**src/rtl/dmem_pkg.sv**
```systemverilog
// Shared constants and FSM encoding for the two-port data memory arbiter.
package dmem_pkg;

    localparam int ADDR_W = 8;
    localparam int DATA_W = 16;
    localparam int DEPTH  = 64;

    localparam logic PORT_CPU = 1'b0;
    localparam logic PORT_DBG = 1'b1;

    typedef enum logic [1:0] {
        IDLE   = 2'd0,
        ACCESS = 2'd1,
        DONE   = 2'd2
    } arbStateT;

endpackage

```
**src/rtl/rr_arbiter2.sv**
```systemverilog
// Combinational two-way round-robin pick: a lone requester always wins,
// a tie goes to the port that was not granted last.
module rr_arbiter2 (
    input  logic [1:0] req,
    input  logic       last_grant,
    output logic       gnt_idx,
    output logic       gnt_valid
);
    import dmem_pkg::*;

    always_comb begin
        gnt_valid = |req;
        gnt_idx   = PORT_CPU;
        if (req == 2'b11) begin
            gnt_idx = ~last_grant;
        end else if (req[1]) begin
            gnt_idx = PORT_DBG;
        end
    end

endmodule

```
**src/rtl/data_mem_arbiter.sv**
```systemverilog
// Serialises CPU and debug accesses to the 64x16 data memory, one
// transaction per three cycles (IDLE -> ACCESS -> DONE), with registered responses.
module data_mem_arbiter #(
    parameter int ADDR_W = dmem_pkg::ADDR_W,
    parameter int DATA_W = dmem_pkg::DATA_W,
    parameter int DEPTH  = dmem_pkg::DEPTH
) (
    input  logic              clk,
    input  logic              reset,
    input  logic              p0_req,
    input  logic              p0_we,
    input  logic [ADDR_W-1:0] p0_addr,
    input  logic [DATA_W-1:0] p0_wdata,
    output logic              p0_ack,
    output logic              p0_err,
    output logic [DATA_W-1:0] p0_rdata,
    input  logic              p1_req,
    input  logic              p1_we,
    input  logic [ADDR_W-1:0] p1_addr,
    input  logic [DATA_W-1:0] p1_wdata,
    output logic              p1_ack,
    output logic              p1_err,
    output logic [DATA_W-1:0] p1_rdata,
    output logic              mem_we,
    output logic              mem_re,
    output logic [ADDR_W-1:0] mem_addr,
    output logic [DATA_W-1:0] mem_wdata,
    input  logic [DATA_W-1:0] mem_rdata,
    output logic              busy,
    output logic              grant_id
);
    import dmem_pkg::*;

    // One extra bit so the full address is compared against DEPTH without wrap.
    localparam logic [ADDR_W:0] DEPTH_V = DEPTH[ADDR_W:0];

    function automatic logic inRange(input logic [ADDR_W-1:0] addr);
        return {1'b0, addr} < DEPTH_V;
    endfunction

    arbStateT          state;
    logic              last_grant;
    logic              gnt_idx;
    logic              gnt_valid;
    logic              latWe;
    logic              latErr;
    logic              selWe;
    logic [ADDR_W-1:0] selAddr;
    logic [DATA_W-1:0] selWdata;
    logic              selInRange;

    rr_arbiter2 uArb (
        .req        ({p1_req, p0_req}),
        .last_grant (last_grant),
        .gnt_idx    (gnt_idx),
        .gnt_valid  (gnt_valid)
    );

    always_comb begin
        selWe    = p0_we;
        selAddr  = p0_addr;
        selWdata = p0_wdata;
        if (gnt_idx == PORT_DBG) begin
            selWe    = p1_we;
            selAddr  = p1_addr;
            selWdata = p1_wdata;
        end
        selInRange = inRange(selAddr);
    end

    assign busy = (state != IDLE);

    // mem_addr/mem_wdata double as the latched request, so they naturally
    // hold their last value outside ACCESS; only the enables are pulsed.
    always_ff @(posedge clk or posedge reset) begin
        if (reset) begin
            state      <= IDLE;
            last_grant <= PORT_DBG;
            grant_id   <= PORT_CPU;
            latWe      <= 1'b0;
            latErr     <= 1'b0;
            mem_we     <= 1'b0;
            mem_re     <= 1'b0;
            mem_addr   <= '0;
            mem_wdata  <= '0;
            p0_ack     <= 1'b0;
            p0_err     <= 1'b0;
            p0_rdata   <= '0;
            p1_ack     <= 1'b0;
            p1_err     <= 1'b0;
            p1_rdata   <= '0;
        end else begin
            case (state)
                IDLE: begin
                    if (gnt_valid) begin
                        latWe      <= selWe;
                        latErr     <= ~selInRange;
                        mem_addr   <= selAddr;
                        mem_wdata  <= selWdata;
                        mem_we     <= selWe & selInRange;
                        mem_re     <= ~selWe & selInRange;
                        grant_id   <= gnt_idx;
                        last_grant <= gnt_idx;
                        state      <= ACCESS;
                    end
                end
                ACCESS: begin
                    mem_we <= 1'b0;
                    mem_re <= 1'b0;
                    if (grant_id == PORT_CPU) begin
                        p0_ack <= 1'b1;
                        p0_err <= latErr;
                        if (!latWe && !latErr) begin
                            p0_rdata <= mem_rdata;
                        end
                    end else begin
                        p1_ack <= 1'b1;
                        p1_err <= latErr;
                        if (!latWe && !latErr) begin
                            p1_rdata <= mem_rdata;
                        end
                    end
                    state <= DONE;
                end
                DONE: begin
                    p0_ack <= 1'b0;
                    p0_err <= 1'b0;
                    p1_ack <= 1'b0;
                    p1_err <= 1'b0;
                    state  <= IDLE;
                end
                default: state <= IDLE;
            endcase
        end
    end

endmodule

```
**config.mk**
```make
export PLATFORM = sky130hd
export DESIGN_NAME = data_mem_arbiter
export DESIGN_NICKNAME = d
export VERILOG_FILES = /design/src/rtl/dmem_pkg.sv /design/src/rtl/rr_arbiter2.sv /design/src/rtl/data_mem_arbiter.sv
export SDC_FILE = /design/constraint.sdc
export NUM_CORES = 1
export LEC_CHECK = 0
export ABC_AREA = 1
export BUFFER_PORTS_ARGS = -buffer_cell sky130_fd_sc_hd__buf_4
export CORE_MARGIN = 5
export CORE_UTILIZATION = 40
export DETAILED_ROUTE_END_ITERATION = 16
export HOLD_SLACK_MARGIN = 0.03
export PLACE_DENSITY = 0.68
export SYNTH_ARGS = -nofsm -noshare
export SYNTH_HDL_FRONTEND = slang
export SYNTH_SLANG_ARGS = --single-unit
```
**constraint.sdc**
```tcl
create_clock -name clk -period 3.6 [get_ports clk]
set_input_delay 0.72 -clock clk [delete_from_list [all_inputs] [get_ports clk]]
set_output_delay 0.72 -clock clk [all_outputs]
set_load 0.01 [all_outputs]
```
==> impl_results.md <==
- TritonRoute pass-1 iters: 4
- Number of antenna violations at the first check in global routing: 0
- Hold Path Depth: 2
- CP startpoint: state[1]
- Crit path time final: 1.799 ns
- Core Region: roughly 7200 um2
- Port Buf Inserts: approximately 130
- Status: finished, final reports clean
- H-tree levels: 3
- Sequential share of power: between 30 and 40%
- Crit-path max FO: 3
- Largest net degree at the start of global routing: between 50 and 60
- Initial Utilization: 40.49%
- Cell family with most CP delay: flip-flops
- Slew Viols, Final: 0
- LEAKAGE: 2.145 nW
- CTS Buffer Depth: 2
- Maxcap violations: 0
- ANT nets after route: 0
- CTS tree: yes
- Crit. End Element: output port
- CP Launch Type: flop
- Top Ports: 134
- Avg Inst Size Synth: about 8.9 um2
- Tot Pwr: 0.003466 W
- Chip Height: about 95 um
- Area occupied by multi-input gates: a little under 1000 um2
- Final WL: 7597 um
- Hold Path Sink: last_grant
- Dominant cell type by area after synthesis: dfrtp_1
- WP buf/inv: 2
- DRC viols: 0
- R2R depth: 4
- Setup-failing EPs final: 0
- Hold crit path type: flop to flop
- R2R Path End: p1_rdata[8]
- Layout cells sized above 1: between 30% and 40%
- Fin. Hold Viols: 0
- Cell with the most instances after synthesis: nand2_1
- CTS Buf Count: 9
- Net switching power: approximately 0.0013 W
- First-pass GRT wire length: around 12000 um
- Worst stage delay on the critical path: 0.42 ns
- CP arrival: 1.08 ns
- R2R Path Start: latErr
- Area delta synth->final: 41.65%
- Slowest CP cell: dfrtp_1
- Number of clock sinks: 68
- Vias: 2683
- Power Dens Cells: between 800 and 900 nW/um2
- Critical hold path startpoint: last_grant
- Post-CTS setup buffer count: 0
- Final #Nets: 525
- Post-DP HPWL: 5636 um
- Hold Buf Count CTS: 0
- Post-synthesis register bit count: 68
- RSZ-0062 raised after global routing: no
- Total gr overflow: 0
- Worst-path clk slew: approximately 0.070 ns
- Sw frac: between 30% and 40%
- Std cell rows: 31
- Post-CTS Resized: 0
- Slew Limit Headroom: 27.83%
- Full die area: 9068 um2
- Setup CP Type: flop to output port
- FMAX: 556.0 MHz
- Die Wd: 95.23 um
- Worst reg-to-reg setup slack: 2.03 ns
- Cell Area, Synth: 2905 um2
- Synth area leaders: dfrtp_1 58%, nand2_1 11%, nand3_1 5.0%
- Yosys top cell area share: around 58%
- Clock share of power: 16.3%
- Synth unique cells: 19
- DR WL/cell: 13.59 um
- Ys flop type: dfrtp_1
- Vias/cell: 4.800
- Total internal power: 0.002191 W
- Number of global-route vias before repair: 2662
- Synth warn: 0
- Data required, critical path: about 2.9 ns
- Sequential fraction of the synthesis area: ~59%
- Syn nets: 396
- Slew at the pin with the worst max-slew slack: 1.081 ns
- Register area: ~1700 um2
- Antenna diodes: 0
- Async S/R FF share, synth: 100.0%
- GPL Wtd Cong: 0.7644
- Total GRT Usage: 16.92%
- Synth cell count leaders: 87 x nand2_1, 67 x dfrtp_1, 30 x nor2_1
- Number of synthesized flops with an enable pin: 0
- Final Cycle Share: 49.96%
- Initial DRC count: 86
- Clock Skews: 0.005498 ns
- Mapped Cells: 326
- Max VDD drop: 0.3110 mV
- Fillcell total: approximately 670
- Setup TNS Final: 0 ns
- Clock latency on the worst-skew pair: 0.33 ns
- Root Driver: clkbuf_8
- Combinational Power Share: 43.8%
- Critical path cell sequence: inv_1, nand2_2, buf_4
[sequential cells by signal (all words and copies together) (netlist names)]
name / count
mem_wdata: 16
latWe: 1
last_grant: 1
grant_id: 1
mem_we: 1
p1_err: 1
p1_rdata: 16
mem_addr: 8
p0_err: 1
state: 2
p1_ack: 1
p0_rdata: 16
p0_ack: 1
latErr: 1
mem_re: 1
[metrics by stage]
| stage | utilization, % | hold slack, ns | area, um2 | cells | worst slack (ns) |
|---|---|---|---|---|---|
| 6_report | 57.35 | 0.4782 | 4115 | 559 | 1.801 |
| 3_3_place_gp | 54.82 | 0.4578 | 3934 | 543 | 1.594 |
| 2_1_floorplan | - | 0.4475 | 2905 | 326 | 1.170 |
| 4_1_cts | 57.35 | 0.4805 | 4115 | 559 | 1.793 |
| 3_5_place_dp | 54.82 | 0.4719 | 3934 | 543 | 1.504 |
| 5_1_grt | 57.35 | 0.5055 | 4115 | 559 | 1.725 |
[worst max path at each step]
stage	end	slack, ns	depth (start not counted)
4_1_cts	busy	1.79	3
6_report	busy	1.80	3
2_1_floorplan	grant_id	1.17	1
5_1_grt	mem_wdata[0]	1.73	6
3_5_place_dp	mem_wdata[12]	1.50	6
3_3_place_gp	mem_addr[0]	1.59	6
[power groups by stage]
stage | logic [W] | clock network, W | registers, W
after floorplan | 0.000639 | 0 | 0.00153
after global routing | 0.00169 | 0.000620 | 0.00143
final | 0.00152 | 0.000566 | 0.00138
after detailed placement | 0.00155 | 0 | 0.00139
after CTS | 0.00155 | 0.000583 | 0.00138
after global placement | 0.00150 | 0 | 0.00138
[layout by cell type (no fill, tap or decap), types with 2 or more instances in the layout]
cell	synthesis	final
a31oi_1	22	22
buf_4	5	137
clkbuf_1	2	3
clkbuf_8	0	12
dfrtp_1	67	67
inv_1	23	22
inv_2	2	3
nand2_1	87	87
nand2_2	2	2
nand3_1	29	29
nand3_2	2	2
nand3b_1	3	3
nor2_1	30	30
nor2_4	2	2
o21ai_0	18	18
o21ai_1	19	19
[cell type report]
type                            instances  area share [%]
Clock buffer                           15           4.287
Tap cell                               99           3.010
Timing Repair Buffer                  137           24.99
Sequential cell                        68           41.38
Clock inverter                          1          0.1216
Inverter                               25           2.280
Multi-Input combinational cell        214           23.93
[cells by family (layout without fill, tap and decap cells)]
group                  Yosys count  in the layout  share of synthesized area [%]
AO/OA/AOI/OAI                   59             59                          11.11
buffers and inverters           44            178                          7.494
flip-flops                      68             68                          58.61
AND/OR/NAND/NOR                155            155                          22.78
[layer usage]
layer / routed length, um / global-route usage, % / vias up
li1: - / - / 1317
met1: 3397 / 21.48 / 1236
met2: 3224 / 25.66 / 120
met3: 879 / 7.972 / 10
met4: 94 / 5.168 / 0
met5: 0 / 0 / -
[worst reg2reg max path: stages (launching register included)]
cell and delay [ns]:
dfrtp_1 0.39, nor2_1 0.22, nand3_2 0.52, nand2_1 0.22
o21ai_1 0.09
Note: power is estimated with default switching activity, not from simulation.
